**config.mk**
```make
export PLATFORM = sky130hd
export DESIGN_NAME = arith_unit_scheduler
export DESIGN_NICKNAME = d
export VERILOG_FILES = /design/src/rtl/arith_unit_scheduler.sv
export SDC_FILE = /design/constraint.sdc
export NUM_CORES = 1
export LEC_CHECK = 0
export CAP_MARGIN = 20
export CORE_MARGIN = 3
export CORE_UTILIZATION = 40
export CTS_BUF_LIST = sky130_fd_sc_hd__clkbuf_8
export DETAILED_ROUTE_END_ITERATION = 8
export PLACE_DENSITY = 0.79
export SLEW_MARGIN = 0
export SYNTH_ARGS = -nofsm -noshare
export SYNTH_HDL_FRONTEND = slang
export SYNTH_SLANG_ARGS = --single-unit
export TNS_END_PERCENT = 1
```
**constraint.sdc**
```tcl
create_clock -name clk -period 1.6 [get_ports clk]
set_input_delay 0.4 -clock clk [delete_from_list [all_inputs] [get_ports clk]]
set_output_delay 0.4 -clock clk [all_outputs]
set_load 0.02 [all_outputs]
```
**src/rtl/arith_unit_scheduler.sv**
```systemverilog
// Round-robin scheduler that time-shares one external arithmetic unit between
// two requesters, iterating each command cnt+1 times before returning the result.
module arith_unit_scheduler #(
  parameter int WIDTH = 4
) (
  input  logic               clk,
  input  logic               rst,
  input  logic [1:0]         req_valid,
  output logic [1:0]         req_ready,
  input  logic [5:0]         req_op,
  input  logic [2*WIDTH-1:0] req_a,
  input  logic [2*WIDTH-1:0] req_b,
  input  logic [3:0]         req_cnt,
  output logic [WIDTH-1:0]   alu_a,
  output logic [WIDTH-1:0]   alu_b,
  output logic               alu_s1,
  output logic               alu_s0,
  output logic               alu_cin,
  input  logic [WIDTH-1:0]   alu_d,
  input  logic               alu_cout,
  output logic               rsp_valid,
  input  logic               rsp_ready,
  output logic               rsp_id,
  output logic [WIDTH-1:0]   rsp_d,
  output logic               rsp_cout
);

  typedef enum logic [1:0] {IDLE = 2'd0, EXEC = 2'd1, RESP = 2'd2} state_t;

  state_t             state_q, state_d;
  logic               ptr_q, ptr_d;
  logic               id_q, id_d;
  logic [2:0]         op_q, op_d;
  logic [WIDTH-1:0]   acc_q, acc_d;
  logic [WIDTH-1:0]   b_q, b_d;
  logic [1:0]         cnt_q, cnt_d;
  logic               carry_q, carry_d;
  logic               gnt_id_s;
  logic [1:0]         ready_s;

  // With both requesters valid the pointer decides; otherwise the lone valid one wins.
  assign gnt_id_s  = (req_valid == 2'b11) ? ptr_q : req_valid[1];
  assign req_ready = ready_s & {2{~rst}};

  // State, operand and result registers; reset discards any in-flight command.
  always_ff @(posedge clk or posedge rst) begin
    if (rst) begin
      state_q <= IDLE;
      ptr_q   <= 1'b0;
      id_q    <= 1'b0;
      op_q    <= 3'b000;
      acc_q   <= {WIDTH{1'b0}};
      b_q     <= {WIDTH{1'b0}};
      cnt_q   <= 2'b00;
      carry_q <= 1'b0;
    end else begin
      state_q <= state_d;
      ptr_q   <= ptr_d;
      id_q    <= id_d;
      op_q    <= op_d;
      acc_q   <= acc_d;
      b_q     <= b_d;
      cnt_q   <= cnt_d;
      carry_q <= carry_d;
    end
  end

  // Next-state logic, grant decode and datapath steering.
  always_comb begin
    state_d   = state_q;
    ptr_d     = ptr_q;
    id_d      = id_q;
    op_d      = op_q;
    acc_d     = acc_q;
    b_d       = b_q;
    cnt_d     = cnt_q;
    carry_d   = carry_q;
    ready_s   = 2'b00;
    alu_a     = {WIDTH{1'b0}};
    alu_b     = {WIDTH{1'b0}};
    alu_s1    = 1'b0;
    alu_s0    = 1'b0;
    alu_cin   = 1'b0;
    rsp_valid = 1'b0;
    rsp_id    = 1'b0;
    rsp_d     = {WIDTH{1'b0}};
    rsp_cout  = 1'b0;
    case (state_q)
      IDLE: begin
        if (req_valid != 2'b00) begin
          ready_s[gnt_id_s] = 1'b1;
          id_d    = gnt_id_s;
          ptr_d   = ~gnt_id_s;
          op_d    = gnt_id_s ? req_op[5:3] : req_op[2:0];
          acc_d   = gnt_id_s ? req_a[2*WIDTH-1:WIDTH] : req_a[WIDTH-1:0];
          b_d     = gnt_id_s ? req_b[2*WIDTH-1:WIDTH] : req_b[WIDTH-1:0];
          cnt_d   = gnt_id_s ? req_cnt[3:2] : req_cnt[1:0];
          carry_d = 1'b0;
          state_d = EXEC;
        end else begin
          state_d = IDLE;
        end
      end
      EXEC: begin
        alu_a   = acc_q;
        alu_b   = b_q;
        {alu_s1, alu_s0, alu_cin} = op_q;
        acc_d   = alu_d;
        carry_d = alu_cout;
        if (cnt_q == 2'b00) begin
          state_d = RESP;
        end else begin
          cnt_d = cnt_q - 2'b01;
        end
      end
      RESP: begin
        rsp_valid = 1'b1;
        rsp_id    = id_q;
        rsp_d     = acc_q;
        rsp_cout  = carry_q;
        if (rsp_ready) begin
          state_d = IDLE;
        end else begin
          state_d = RESP;
        end
      end
      default: begin
        state_d = IDLE;
      end
    endcase
  end

endmodule

```
==> results.py, run 1 <==
metrics = {
    "status": {
        "status": "complete, but fails checks",
        "violations": "setup timing",
    },
    "logic_synthesis": {
        "async_reset_ff_share_pct": 100,
        "synth.largest_area_cell": "dfrtp_1",
        "yosysTopAreaCellShare_pct": 43.7,
        "syn_area_mm2": 0.00103,
        "yosys-top-cells-count": "dfrtp_1 (18), and2_1 (17), nand2_1 (14)",
        "yosys_warnings": 0,
        "syn_avg_cell_area_um2": 9.45,
        "synth_ff_type": "dfrtp_1",
        "syn_inst": 109,
        "yosys-top-cells-area": "dfrtp_1 (44%), mux2i_1 (13%), and2_1 (10%), nand2_1 (5.1%), o21ai_0 (4.4%)",
        "mappedNetlistNets": 146,
        "synth_edf_count": 0,
        "synth_seq_cells": 18,
        "yosysSeqAreaShare_pct": 43.7,
        "yosys.cell_count.top_type": "dfrtp_1",
        "synth_cell_types": 25,
    },
    "drt": {
        "drt_iter0_drc": 18,
        "avgViaCountPerCell": 5.14,
        "wl_per_cell_um": 15.3,
        "num_vias": 1034,
        "ant_nets": 0,
        "wirelength_mm": 3.08,
        "dr.pass1.iters": 4,
        "drc": 0,
    },
    "grt": {
        "grt_max_degree": 24,
        "grt_usage_pct": 20.7,
        "gr-total-overflow": 0,
        "grt_first_pass_wirelength_mm": 5.00,
        "grt_pass1_vias": 1111,
        "antenna_found_initial": 0,
    },
    "critical_path": {
        "endpoint_kind": "output pin",
        "crit_type": "flop to output pin",
        "required_ns": 1.20,
        "arrival_ns": 1.34,
        "crit_chain": "nor2_4, o21a_1, nand2_2, nor2_1, buf_4",
        "critical_path.top_delay_family": "flip-flops",
        "start_kind": "flop",
        "cp_max_fo": 5,
        "cpPeakStageDelay_ns": 0.47,
        "crit_cells": 5,
        "crit_slowest_cell": "dfrtp_2",
        "cp.buffers_inverters": 1,
        "rr_worst_depth": 5,
    },
    "job": {
        "drv_cap": 0,
    },
    "sta": {
        "max_freq_mhz": 574,
        "fin_hold_ws_ns": 0.481,
        "slew_headroom_pct": 81.4,
        "setup_viol": 20,
        "worst_clock_skew_ns": 0.00308,
        "finalHoldViolCount": 0,
        "maxSlewViolCount": 0,
        "worstMarginPinSlew_ns": 0.280,
        "min_period_ns": 1.74,
        "fin_ws_ns": -0.144,
        "rsz0062_at_grt": "true",
        "fin_crit_sh_pct": 109,
    },
    "clocking": {
        "cts_hold_buf": 0,
        "tritoncts": "yes",
        "htree_levels": 1,
        "numCtsBuffers": 3,
        "clk-insertion-delay-late_ns": 0.26,
        "clock_path_buffers": 2,
        "root_buffer": "clkbuf_8",
        "cts.sinks": 18,
        "clk_pin_slew_ns": 0.07,
    },
    "placement": {
        "port_buffers": 55,
        "dp_slack_ns": -0.756,
        "gp_congestion": 0.773,
        "hpwlAfterDp_mm": 2.29,
    },
    "cells_and_area": {
        "fillers": 177,
        "syn_to_final_growth_pct": 71.9,
        "antennaDiodeCount": 0,
        "drive_above_1_share_pct": 32.4,
        "layout.nets": 212,
    },
    "die": {
        "core_area_mm2": 0.00232,
        "start_util_pct": 44.4,
        "die_h_um": 56.7,
        "pin_count": 56,
        "die_area_mm2": 0.00322,
        "fp.dieW_um": 56.7,
        "rows": 17,
    },
    "worst_hold_path": {
        "min_path_cells": 2,
        "worst_hold_path_type": "flop to flop",
    },
    "power_and_ir_drop": {
        "p_leak_nw": 0.865,
        "ir_drop_uv": 1200,
        "p_per_area_mw_per_mm2": 1820,
    },
}
[flip-flops by register name, indices dropped and copies added (netlist names)]
name / flops
op_q: 3
id_q: 1
b_q: 4
cnt_q: 2
acc_q: 4
state_q: 2
carry_q: 1
ptr_q: 1
[path summary, 6_finish.rpt]
| path | start | end | slack [ns] |
|---|---|---|---|
| max | state_q[1] | req_ready[0] | -0.14 |
| min | b_q[3] | b_q[3] | 0.48 |
| max reg2reg | ptr_q | cnt_q[1] | 0.19 |
| min reg2reg | b_q[3] | b_q[3] | 0.48 |
| max in group asynchronous | rst | state_q[1] | 0.81 |
| min in group asynchronous | rst | b_q[2] | 0.57 |
[worst min-delay path: cells and delay by family (launching register included)]
| family | cells | cell delay, ns |
|---|---|---|
| simple gates | 1 | 0.04 |
| flops | 1 | 0.34 |
| compound gates | 1 | 0.06 |
[cell families after synthesis]
logic type	Yosys count	synth area share, %
mux	14	13.7
simple gates	39	19.4
compound gates	26	16.0
fa+ha+maj	1	1.21
buf+inv	11	5.83
flops	18	43.7
[final cells by class]
type	count	area, um^2	area share, %
Inverter	5	18.8	1.06
Timing Repair Buffer	67	644	36.4
Sequential cell	18	453	25.6
Multi-Input combinational cell	80	578	32.7
Clock buffer	3	41.3	2.33
Tap cell	28	35.0	1.98
[cells in the final DEF (no fill, tap or decap), types with 4 or more instances in the layout]
| cell | synthesis | final |
|---|---|---|
| a22oi_1 | 5 | 5 |
| and2_1 | 17 | 7 |
| and2_4 | 0 | 10 |
| buf_2 | 2 | 4 |
| buf_4 | 0 | 11 |
| buf_6 | 2 | 17 |
| clkdlybuf4s50_1 | 0 | 33 |
| dfrtp_1 | 18 | 16 |
| inv_1 | 4 | 4 |
| mux2i_1 | 13 | 13 |
| nand2_1 | 14 | 13 |
| o21ai_0 | 9 | 8 |
| o21ai_1 | 7 | 7 |
[timing repair]
action / in CTS / in global routing
pin swaps: 6 / 5
buffers inserted: 2 / 0
endpoints found under the hold margin: 0 / 0
setup endpoints to repair: 22 / 20
gates resized for setup: 122 / 14
[where the power goes]
group | internal [W] | switching (W) | total (W)
Clock | 0.000168 | 0.000165 | 0.000333
Sequential | 0.000691 | 0.000173 | 0.000864
Combinational | 0.00107 | 0.000953 | 0.00202
[layer usage]
| metal | vias up | wire length [um] | part of all wire, % | global-route usage [%] |
|---|---|---|---|---|
| li1 | 499 | - | - | - |
| met1 | 492 | 1100 | 36 | 20.1 |
| met2 | 37 | 1730 | 56 | 38.8 |
| met3 | 6 | 181 | 5.9 | 5.06 |
| met4 | 0 | 70 | 2.3 | 12.3 |
| met5 | - | 0 | 0 | 0 |
[through the flow]
step | instances | TNS (ns) | utilization [%] | total power [W] | cell area, um^2
finish | 201 | -1.73 | 76.4 | 0.00322 | 1770
global route | 201 | -2.80 | 76.4 | 0.00344 | 1770
CTS | 201 | -2.00 | 74.9 | 0.00312 | 1740
detailed placement | 196 | -10.44 | 71.6 | 0.00259 | 1660
global placement | 196 | -9.04 | 71.6 | 0.00252 | 1660
floorplan | 109 | -0.0303 | - | 0.00185 | 1040
Power figures use the tool's default switching activity.
==> run 2, diff against run 1 <==
--- a/config.mk
+++ b/config.mk
@@ -10,6 +10,8 @@
 export CORE_UTILIZATION = 40
 export CTS_BUF_LIST = sky130_fd_sc_hd__clkbuf_8
 export DETAILED_ROUTE_END_ITERATION = 8
+export HOLD_SLACK_MARGIN = 0.06
+export MAX_ROUTING_LAYER = met4
 export PLACE_DENSITY = 0.79
 export SLEW_MARGIN = 0
 export SYNTH_ARGS = -nofsm -noshare
==> results.py, run 2 (same netlist as run 1, synthesis figures left out) <==
metrics = {
    "job": {
        "drv_cap": 0,
    },
    "sta": {
        "fin_crit_sh_pct": 109,
        "fin_ws_ns": -0.143,
        "slew_headroom_pct": 81.4,
        "worst_clock_skew_ns": 0.00306,
        "maxSlewViolCount": 0,
        "min_period_ns": 1.74,
        "max_freq_mhz": 574,
        "fin_hold_ws_ns": 0.481,
        "finalHoldViolCount": 0,
        "setup_viol": 20,
        "rsz0062_at_grt": "true",
        "tns_ns": -1.72,
        "worstMarginPinSlew_ns": 0.280,
    },
    "cells_and_area": {
        "layout.nets": 212,
        "final_util_pct": 76.4,
        "drive_above_1_share_pct": 32.4,
        "layout_commonest_cell": "clkdlybuf4s50_1",
        "largestRegisters": "acc_q x4, b_q x4, op_q x3",
        "syn_to_final_growth_pct": 71.9,
        "layout_common_cells": "clkdlybuf4s50_1 (33), buf_6 (17), dfrtp_1 (16)",
        "fillers": 177,
        "antennaDiodeCount": 0,
    },
    "drt": {
        "drt_iter0_drc": 18,
        "ant_nets": 0,
        "num_vias": 1034,
        "drc": 0,
        "wirelength_mm": 3.08,
        "avgViaCountPerCell": 5.14,
        "wl_per_cell_um": 15.3,
        "dr.pass1.iters": 4,
    },
    "critical_path": {
        "rr_worst_depth": 5,
        "r2r_end": "cnt_q[1]",
        "crit_type": "flop to output pin",
        "cpPeakStageDelay_ns": 0.47,
        "start_kind": "flop",
        "crit_slowest_cell": "dfrtp_2",
        "endpoint_kind": "output pin",
        "r2r_start": "ptr_q",
        "cp.buffers_inverters": 1,
        "ff2ff_setup_slack_ns": 0.19,
        "cp_max_fo": 5,
        "required_ns": 1.20,
        "arrival_ns": 1.34,
        "critical_path.top_delay_family": "flip-flops",
        "crit_chain": "nor2_4, o21a_1, nand2_2, nor2_1, buf_4",
    },
    "placement": {
        "dp_slack_ns": -0.756,
        "hpwlAfterDp_mm": 2.29,
        "port_buffers": 55,
        "gp_congestion": 0.783,
    },
    "die": {
        "pin_count": 56,
        "die_h_um": 56.7,
        "rows": 17,
        "start_util_pct": 44.4,
        "core_area_mm2": 0.00232,
        "fp.dieW_um": 56.7,
        "die_area_mm2": 0.00322,
    },
    "worst_hold_path": {
        "min_from": "b_q[3]",
        "worst_hold_path_type": "flop to flop",
        "min_path_cells": 2,
        "min_delay_worst_endpoint": "b_q[3]",
    },
    "clocking": {
        "cts.sinks": 18,
        "htree_levels": 1,
        "root_buffer": "clkbuf_8",
        "numCtsBuffers": 3,
        "tritoncts": "yes",
        "clk_pin_slew_ns": 0.07,
        "clock_path_buffers": 2,
        "cts_hold_buf": 0,
        "clk-insertion-delay-late_ns": 0.26,
    },
    "grt": {
        "grt_first_pass_wirelength_mm": 5.01,
        "antenna_found_initial": 0,
        "grt_usage_pct": 21.4,
        "grt_pass1_vias": 1106,
        "gr-total-overflow": 0,
        "grt_max_degree": 24,
    },
    "power_and_ir_drop": {
        "p_leak_nw": 0.865,
        "ir_drop_uv": 1190,
        "p_per_area_mw_per_mm2": 1820,
    },
    "status": {
        "status": "complete, but fails checks",
        "violations": "setup timing",
    },
}
==> run 2: cell counts in the layout (fill, tap and decap cells not counted) <==
No cell type changed its count.
==> run 2: through the flow <==
stage / total power (W) / area [um^2] / std cells
after floorplan: 0.00185 / 1040 / 109
after global placement: 0.00252 / 1660 / 196
after detailed placement: 0.00259 / 1660 / 196
after CTS: 0.00312 / 1740 / 201
after global routing: 0.00344 / 1770 / 201
final: 0.00322 / 1770 / 201
==> run 2: worst max-delay path by stage <==
stage                      start           end  slack, ns  cells past startpoint
finish                state_q[1]  req_ready[0]      -0.14                      5
global route          state_q[1]  req_ready[0]      -0.22                      5
CTS                   state_q[1]  req_ready[0]      -0.14                      5
detailed placement  req_valid[1]  req_ready[1]      -0.76                      4
global placement    req_valid[0]  req_ready[0]      -0.73                      6
floorplan                  ptr_q  req_ready[0]      -0.03                      4
==> run 2: cell type report <==
class	instances	area [um^2]	area share, %
flip-flops and latches	18	453	25.6
inverters	5	18.8	1.06
multi-input cells	80	578	32.7
repair buffers	67	644	36.4
well taps	28	35.0	1.98
clock buffers	3	41.3	2.33
==> run 2: power by group <==
group | switching (W) | internal [W] | total (W) | leakage, nW
combinational | 0.000954 | 0.00107 | 0.00202 | 0.627
sequential | 0.000173 | 0.000691 | 0.000864 | 0.217
clock | 0.000165 | 0.000168 | 0.000333 | 0.0216
total | 0.00129 | 0.00193 | 0.00322 | 0.865
==> run 2: worst reg2reg max path, delay by kind of cell (launching register included) <==
kind | cells | cell delay (ns)
buffers and inverters | 2 | 0.32
flip-flops | 1 | 0.42
multiplexers | 1 | 0.09
AO/OA/AOI/OAI | 2 | 0.45
==> run 2: repair_timing <==
item,CTS,global route
pin swaps,6,5
resized for setup,122,14
setup buffers,2,0
endpoints found under the setup margin,22,20
==> run 2: layer usage <==
metal,wire length [um],vias up,share of wire [%],global-route usage [%]
li1,-,498,-,-
met1,1130,493,36,21.0
met2,1720,37,56,38.6
met3,166,6,5.4,4.37
met4,68,0,2.2,12.3
met5,0,-,0,-
